<file path="src/rtl/ht_head_table.sv">
// Hash-table head-pointer lookup: a two-stage pipeline over a {ptr, valid} RAM, with write forwarding and clear/INIT sequencing.
// Define HT_HEAD_TABLE_STATS_EN to add the lookup and hit counters.
module ht_head_table #(
    parameter int KEY_WIDTH      = 32,
    parameter int VALUE_WIDTH    = 16,
    parameter int BUCKET_WIDTH   = 8,
    parameter int HEAD_PTR_WIDTH = 10,
    localparam int CMD_WIDTH     = KEY_WIDTH + VALUE_WIDTH,
    localparam int PDATA_WIDTH   = CMD_WIDTH + BUCKET_WIDTH + HEAD_PTR_WIDTH + 1
) (
    input  logic                      clk_i,
    input  logic                      rst_i,
    input  logic [CMD_WIDTH-1:0]      cmd_i,
    input  logic [BUCKET_WIDTH-1:0]   bucket_i,
    input  logic                      in_valid_i,
    output logic                      in_ready_o,
    output logic [PDATA_WIDTH-1:0]    pdata_o,
    output logic                      out_valid_o,
    input  logic                      out_ready_i,
    input  logic                      wr_en_i,
    input  logic [BUCKET_WIDTH-1:0]   wr_bucket_i,
    input  logic [HEAD_PTR_WIDTH-1:0] wr_ptr_i,
    input  logic                      wr_ptr_val_i,
    input  logic                      clear_i,
    output logic                      busy_o
`ifdef HT_HEAD_TABLE_STATS_EN
    ,
    output logic [31:0]               lookup_cnt_o,
    output logic [31:0]               hit_cnt_o
`endif
);

    localparam int DEPTH = 1 << BUCKET_WIDTH;
    localparam int HW    = HEAD_PTR_WIDTH + 1;

    localparam logic [1:0] ST_INIT  = 2'd0;
    localparam logic [1:0] ST_RUN   = 2'd1;
    localparam logic [1:0] ST_DRAIN = 2'd2;

    logic [1:0]              state;
    logic [BUCKET_WIDTH-1:0] init_addr;

    logic [HW-1:0]           ram [DEPTH];
    logic [HW-1:0]           ram_rdata;
    logic                    ram_we;
    logic [BUCKET_WIDTH-1:0] ram_waddr;
    logic [HW-1:0]           ram_wdata;

    logic                    pipe_en;
    logic                    accept;
    logic                    wr_act;
    logic [HW-1:0]           wr_data;

    logic                    s1_valid;
    logic [CMD_WIDTH-1:0]    s1_cmd;
    logic [BUCKET_WIDTH-1:0] s1_bucket;
    logic                    s1_ovr;
    logic [HW-1:0]           s1_ovr_data;
    logic [HW-1:0]           s1_eff;
    logic [HW-1:0]           s1_next_head;
    logic [BUCKET_WIDTH-1:0] out_bucket;
    logic                    pipe_empty;

    assign pipe_en    = !(out_valid_o && !out_ready_i);
    assign in_ready_o = (state == ST_RUN) && pipe_en;
    assign busy_o     = (state != ST_RUN);
    assign accept     = in_valid_i && in_ready_o;
    assign wr_act     = wr_en_i && (state != ST_INIT);
    assign wr_data    = {wr_ptr_i, wr_ptr_val_i};
    assign pipe_empty = !s1_valid && !out_valid_o;
    assign out_bucket = pdata_o[HW +: BUCKET_WIDTH];

    // INIT owns the write port; user writes are ignored until the table is zeroed.
    assign ram_we    = (state == ST_INIT) || wr_act;
    assign ram_waddr = (state == ST_INIT) ? init_addr : wr_bucket_i;
    assign ram_wdata = (state == ST_INIT) ? '0 : wr_data;

    always_ff @(posedge clk_i) begin
        if (ram_we)
            ram[ram_waddr] <= ram_wdata;
        if (pipe_en)
            ram_rdata <= ram[bucket_i];
    end

    always_ff @(posedge clk_i) begin
        if (rst_i) begin
            state     <= ST_INIT;
            init_addr <= '0;
        end else begin
            case (state)
                ST_INIT: begin
                    init_addr <= init_addr + 1'b1;
                    if (init_addr == '1)
                        state <= ST_RUN;
                end
                ST_RUN: begin
                    if (clear_i)
                        state <= ST_DRAIN;
                end
                ST_DRAIN: begin
                    if (pipe_empty) begin
                        state     <= ST_INIT;
                        init_addr <= '0;
                    end
                end
                default: state <= ST_INIT;
            endcase
        end
    end

    // A write that lands while a lookup waits in stage 1 is captured in an override,
    // since the RAM read data register holds the value sampled before the write.
    assign s1_eff       = s1_ovr ? s1_ovr_data : ram_rdata;
    assign s1_next_head = (wr_act && (wr_bucket_i == s1_bucket)) ? wr_data : s1_eff;

    always_ff @(posedge clk_i) begin
        if (rst_i) begin
            s1_valid <= 1'b0;
            s1_ovr   <= 1'b0;
        end else if (pipe_en) begin
            s1_valid <= accept;
            if (accept) begin
                s1_cmd      <= cmd_i;
                s1_bucket   <= bucket_i;
                s1_ovr      <= wr_act && (wr_bucket_i == bucket_i);
                s1_ovr_data <= wr_data;
            end
        end else if (wr_act && s1_valid && (wr_bucket_i == s1_bucket)) begin
            s1_ovr      <= 1'b1;
            s1_ovr_data <= wr_data;
        end
    end

    always_ff @(posedge clk_i) begin
        if (rst_i) begin
            out_valid_o <= 1'b0;
            pdata_o     <= '0;
        end else if (pipe_en) begin
            out_valid_o <= s1_valid;
            if (s1_valid)
                pdata_o <= {s1_cmd, s1_bucket, s1_next_head};
        end else if (wr_act && out_valid_o && (wr_bucket_i == out_bucket)) begin
            pdata_o[HW-1:0] <= wr_data;
        end
    end

`ifdef HT_HEAD_TABLE_STATS_EN
    logic out_fire;
    assign out_fire = out_valid_o && out_ready_i;

    // Counters restart whenever the table is re-initialised, so they describe the current table contents.
    always_ff @(posedge clk_i) begin
        if (rst_i || (state == ST_DRAIN && pipe_empty)) begin
            lookup_cnt_o <= '0;
            hit_cnt_o    <= '0;
        end else if (out_fire) begin
            lookup_cnt_o <= lookup_cnt_o + 32'd1;
            if (pdata_o[0])
                hit_cnt_o <= hit_cnt_o + 32'd1;
        end
    end
`else
    // No statistics hardware in this build.
`endif

endmodule

</file>
<file path="config.mk">
export PLATFORM = sky130hd
export DESIGN_NAME = ht_head_table
export DESIGN_NICKNAME = d
export VERILOG_FILES = /design/src/rtl/ht_head_table.sv
export SDC_FILE = /design/constraint.sdc
export NUM_CORES = 2
export LEC_CHECK = 0
export ABC_CLOCK_PERIOD_IN_PS = 6750
export BUFFER_PORTS_ARGS = -buffer_cell sky130_fd_sc_hd__buf_2
export CAP_MARGIN = 20
export CORE_MARGIN = 3
export CORE_UTILIZATION = 60
export CTS_BUF_LIST = sky130_fd_sc_hd__clkbuf_8 sky130_fd_sc_hd__clkbuf_16
export DETAILED_ROUTE_END_ITERATION = 8
export HOLD_SLACK_MARGIN = 0.02
export PLACE_DENSITY = 0.76
export SYNTH_ARGS = -nofsm -noshare
export SYNTH_HDL_FRONTEND = slang
export SYNTH_SLANG_ARGS = --single-unit
</file>
<file path="constraint.sdc">
create_clock -name clk_i -period 6.75 [get_ports clk_i]
set_clock_uncertainty 0.2 [all_clocks]
set_input_delay 1.6875 -clock clk_i [delete_from_list [all_inputs] [get_ports clk_i]]
set_output_delay 1.6875 -clock clk_i [all_outputs]
set_load 0.01 [all_outputs]
</file>
Word-level counts from Yosys, hierarchy flattened
Memories as Yosys holds them, arrays and structs flattened. A register that Yosys moved wholly into a read port is not among the register bits.
Cells that the tools add are included.
{"block": "totals", "in_bits": 81, "n_memories": 1, "mem_bits_rw": 2816, "reg_bits": 147, "out_inout_bits": 70, "word_cells": 76}
{"memory": "ram", "words": 256, "word_bits": 11, "rd": 1, "rd_clocked_by_memory_dff": 1, "write_ports": 1, "line": "43", "rtl": "logic [HW-1:0] ram [DEPTH];"}
{"block": "classes", "n_mux": 21, "n_eq_ne": 12, "n_reduce_logical": 29, "n_addsub": 1, "bitwise": 2}
{"cell": "$mux W11", "n": 9}
{"cell": "$eq A8 B8 Y1", "n": 3}
{"cell": "$mux W8", "n": 2}
{"cell": "$pmux W8 S2", "n": 1}
{"cell": "$logic_and A1 B1 Y1", "n": 11}
{"cell": "$reduce_and A3 Y1", "n": 3}
{"cell": "$add A8 B1 Y8 const B", "n": 1}
{"cell": "$eq A8 B8 Y1 const B", "n": 1}
{"cell": "$ne A2 B1 Y1 const B", "n": 4}
{"cell": "$reduce_and A2 Y1", "n": 4}
{"cell": "$reduce_bool A2 Y1", "n": 4}
{"cell": "$mux W2", "n": 3}
{"cell": "$pmux W2 S3", "n": 1}
{"cell": "$logic_not A1 Y1", "n": 5}
{"cell": "$mux W1", "n": 5}
{"cell": "$ne A2 B2 Y1 const B", "n": 2}
{"cell": "$eq A2 B1 Y1 const B", "n": 1}
{"cell": "$eq A2 B2 Y1 const B", "n": 1}
{"cell": "$logic_not A2 Y1", "n": 1}
{"cell": "$not A1 Y1", "n": 2}
{"cell": "$logic_or A1 B1 Y1", "n": 1}

Logic depth before layout (Yosys ltp)
{"block": "depth", "ltp_word": 7, "mapped_depth": 12, "ltp_nobuf": 6}

Worst setup path after synthesis
Ideal clock, no wire load.
{"block": "synth_path", "kind": "input-to-reg", "start": "input wr_ptr_val_i", "end": "memory ram[0][0] in the netlist's numbering (data pin)", "cell_stages": 1, "required_time_ns": 5.680, "n_path_buf": 0, "arrival_time_ns": 4.932, "slack_ns": 0.748, "path_cell_list": "and2_1"}
{"block": "synth_between", "elab_chain_len": 1}
{"item": "start, declared", "line": "23", "rtl": "input logic wr_ptr_val_i,"}
{"item": "$mux W11", "line": "76", "rtl": "assign ram_wdata = (state == ST_INIT) ? '0 : wr_data;"}
{"item": "end, declared", "line": "43"}
No other way between the ends.

==> results.json <==
{
  "synth_flop_cell": "edfxtp_1",
  "ios": 151,
  "ant_nets": 0,
  "p_clk_share_pct": 42.4,
  "synth_most_common_cell": "edfxtp_1",
  "crit_path_start": "bucket_i[0]",
  "drive_above_1_share_pct": 25.6,
  "rows": 160,
  "critPathArrivalTime_ps": 5830,
  "path_class": "in -> reg",
  "p_int_uw": 29600,
  "synth_largest_area_cell": "edfxtp_1",
  "p_sw_share_pct": 20.5,
  "area_growth_pct": 12.5,
  "clock_sinks": 2974,
  "post_drt_wl_per_cell_um": 34.1,
  "grt_pass1_vias": 59700,
  "num_vias": 61000,
  "whs_path_depth": 2,
  "clk_latency_ps": 950,
  "synthTopCellsByCount": "2894 x edfxtp_1, 572 x mux4_2, 315 x nor2_1",
  "synth_seq_area_share_pct": 76.8,
  "worstPathCellList": "buf_8, buf_12, buf_4, mux4_2, a22o_1, a221oi_1, o22ai_1, nor4_1, nor4_1",
  "ir_drop_uv": 325,
  "cp_top_family": "buffers and inverters",
  "vias_per_cell": 6.93,
  "cts_tree": "yes",
  "wl_mm": 300,
  "postCtsSetupBuffers": 0,
  "netlist_top_cells_area": "edfxtp_1 75%, mux4_2 11%, mux2i_1 2.3%",
  "seqPwrFrac_pct": 53.9,
  "power_density_nw_per_um2": 287,
  "path_depth": 9,
  "hp-class": "reg -> reg",
  "clk_pin_slew_ps": 60,
  "grt_pass1_wl_mm": 430,
  "grt_max_degree": 221,
  "status": "finished, final reports clean",
  "synth_top_cell_area_share_pct": 75.4,
  "cts_root_buf": "clkbuf_16",
  "cp_slowest_cell": "nor4_1",
  "fin_crit_sh_pct": 79.7,
  "cp_max_fo": 67,
  "max_cap_violations": 0,
  "max_clock_freq_mhz": 186,
  "ys_async_sr_fraction_pct": 0,
  "clockBufferDepth": 4,
  "synth_nets": 5667,
  "required_ps": 7190,
  "p_comb_share_pct": 3.7,
  "netlist_area_um2": 115000,
  "drt_iter0_markers": 9405,
  "slew-limit-headroom_pct": 10.8,
  "ys_types": 70,
  "synth-edff-count": 2894,
  "reg2reg_depth": 7,
  "die_w_um": 444,
  "period_needed_ps": 5380,
  "die_h_um": 444,
  "h-tree-depth": 5,
  "synthesis.area_per_instance_um2": 20.6,
  "grt-ovfl-total": 0,
  "cts_hold_buf": 0,
  "min_from": "pdata_o[7]",
  "worstReg2RegStart": "state[1]",
  "p_switching_uw": 7610,
  "io_buffers": 150,
  "ys_ff_latch": 2974,
  "syn-instance-count": 5585,
  "drtPass1Iterations": 8,
  "cts-resized-gates": 0,
  "initial_core_util_pct": 60.5,
  "die_area_um2": 197000,
  "core_um2": 191000,
  "finish.utilization_pct": 68.0,
  "numCtsBuffers": 303,
  "worstSetupStartpointType": "input pin",
  "worstMarginPinSlew_ps": 1340,
  "critical_path.endpoint_type": "flop",
  "nNetsFinal": 6158,
  "max_stage_delay_ps": 980,
  "rsz0062_at_grt": "false",
  "tns_ps": 0,
  "grt_use_total_pct": 30.3,
  "globalplace.congestion": 0.917,
  "maxSlewViolCount": 0,
  "setup_viol": 0,
  "leakage_uw": 0.0393,
  "worstPathBufferInverterCount": 3,
  "dp_hpwl_mm": 178,
  "hold_viol_final": 0,
  "yosysWarnings": 0,
  "drc": 0,
  "antenna_found_initial": 26,
  "crit_top_cell": "nor4_1"
}
## cells by family (layout without fill, tap and decap cells)
| family | Yosys count | after routing | share of synthesized area [%] |
|---|---|---|---|
| and+or+nand+nor | 702 | 702 | 2.66 |
| buffers and inverters | 354 | 1053 | 1.97 |
| muxes | 920 | 920 | 14.7 |
| AOI/OAI and AO/OA | 604 | 604 | 3.70 |
| other | 0 | 15 | 0 |
| adders and majority gates | 1 | 1 | 0.0109 |
| DFF | 2974 | 2974 | 76.8 |
| xor gates and xnor gates | 30 | 30 | 0.228 |
## power groups by stage
| stage | sequential (uW) | combinational [uW] | clock [uW] |
|---|---|---|---|
| after floorplan | 20400 | 876 | 0 |
| after global placement | 20400 | 1330 | 0 |
| after detailed placement | 20400 | 1340 | 0 |
| after CTS | 20000 | 1350 | 15900 |
| after global routing | 20000 | 1420 | 16600 |
| final | 20000 | 1380 | 15800 |
## worst reg2reg max path: stages (launching register included)
cell and delay [ps]:
dfxtp_1 360, or2_2 540, or3_1 390, o31ai_1 80, buf_4 230, nand3_1 680
buf_4 510, nor2_1 870
## layout by cell type, fill, tap and decap left out, types with 29 or more instances in the layout
master / netlist / layout
mux4_1: 29 / 29
mux4_2: 572 / 572
buf_6: 34 / 46
clkbuf_16: 0 / 307
a221oi_1: 48 / 48
a21oi_1: 147 / 147
a22oi_1: 78 / 78
clkinv_2: 0 / 49
inv_1: 7 / 58
a22o_1: 40 / 40
buf_2: 69 / 145
buf_12: 9 / 29
clkinv_1: 0 / 65
o221ai_1: 50 / 50
mux2_2: 55 / 55
nor2_1: 315 / 312
dfxtp_1: 80 / 80
nand2_1: 221 / 220
o22ai_1: 93 / 93
edfxtp_1: 2894 / 2894
a211oi_1: 44 / 44
buf_4: 42 / 308
mux2i_1: 264 / 264
## final cells by class
class / count / area [um^2]
sequential: 2974 / 88500
inverter: 8 / 30.0
fill: 11300 / 60900
clock buffer: 307 / 7680
multi-input combinational: 2257 / 24600
timing repair buffer: 532 / 4190
clock inverter: 206 / 1500
tap: 2511 / 3140
antenna: 15 / 37.5
## flip-flops by register name, summed over array words and instances (netlist names)
| signal | flops |
|---|---|
| s1_ovr_data | 11 |
| init_addr | 8 |
| state | 2 |
| s1_valid | 1 |
| s1_bucket | 8 |
| pdata_o | 67 |
| out_valid_o | 1 |
| s1_cmd | 48 |
| s1_ovr | 1 |
| ram_rdata | 11 |
| ram | 2816 |
## metal layers
layer  track usage (%)  part of all wire [%]
met4              13.1                   4.6
met3              9.41                    14
met2              44.5                    46
met1              42.9                    36
met5                 0                 0.037
## stage by stage
step                      instances  power (uW)  hold slack [ps]  area [um^2]  setup WS (ps)
after CTS                      8716       37300              250       129000           1460
after detailed placement       8203       21800              243       120000            499
final                          8810       37200              245       130000           1370
after global routing           8799       38000              265       130000           1320
after floorplan                5585       21300              271       115000            748
after global placement         8181       21700              239       120000            580
## worst paths after layout
check,to,slack (ps)
max,ram_rdata[9],1370
min,pdata_o[7],250
max reg2reg,ram[216][8],2520
min reg2reg,pdata_o[7],250
Power figures use the tool's default switching activity.
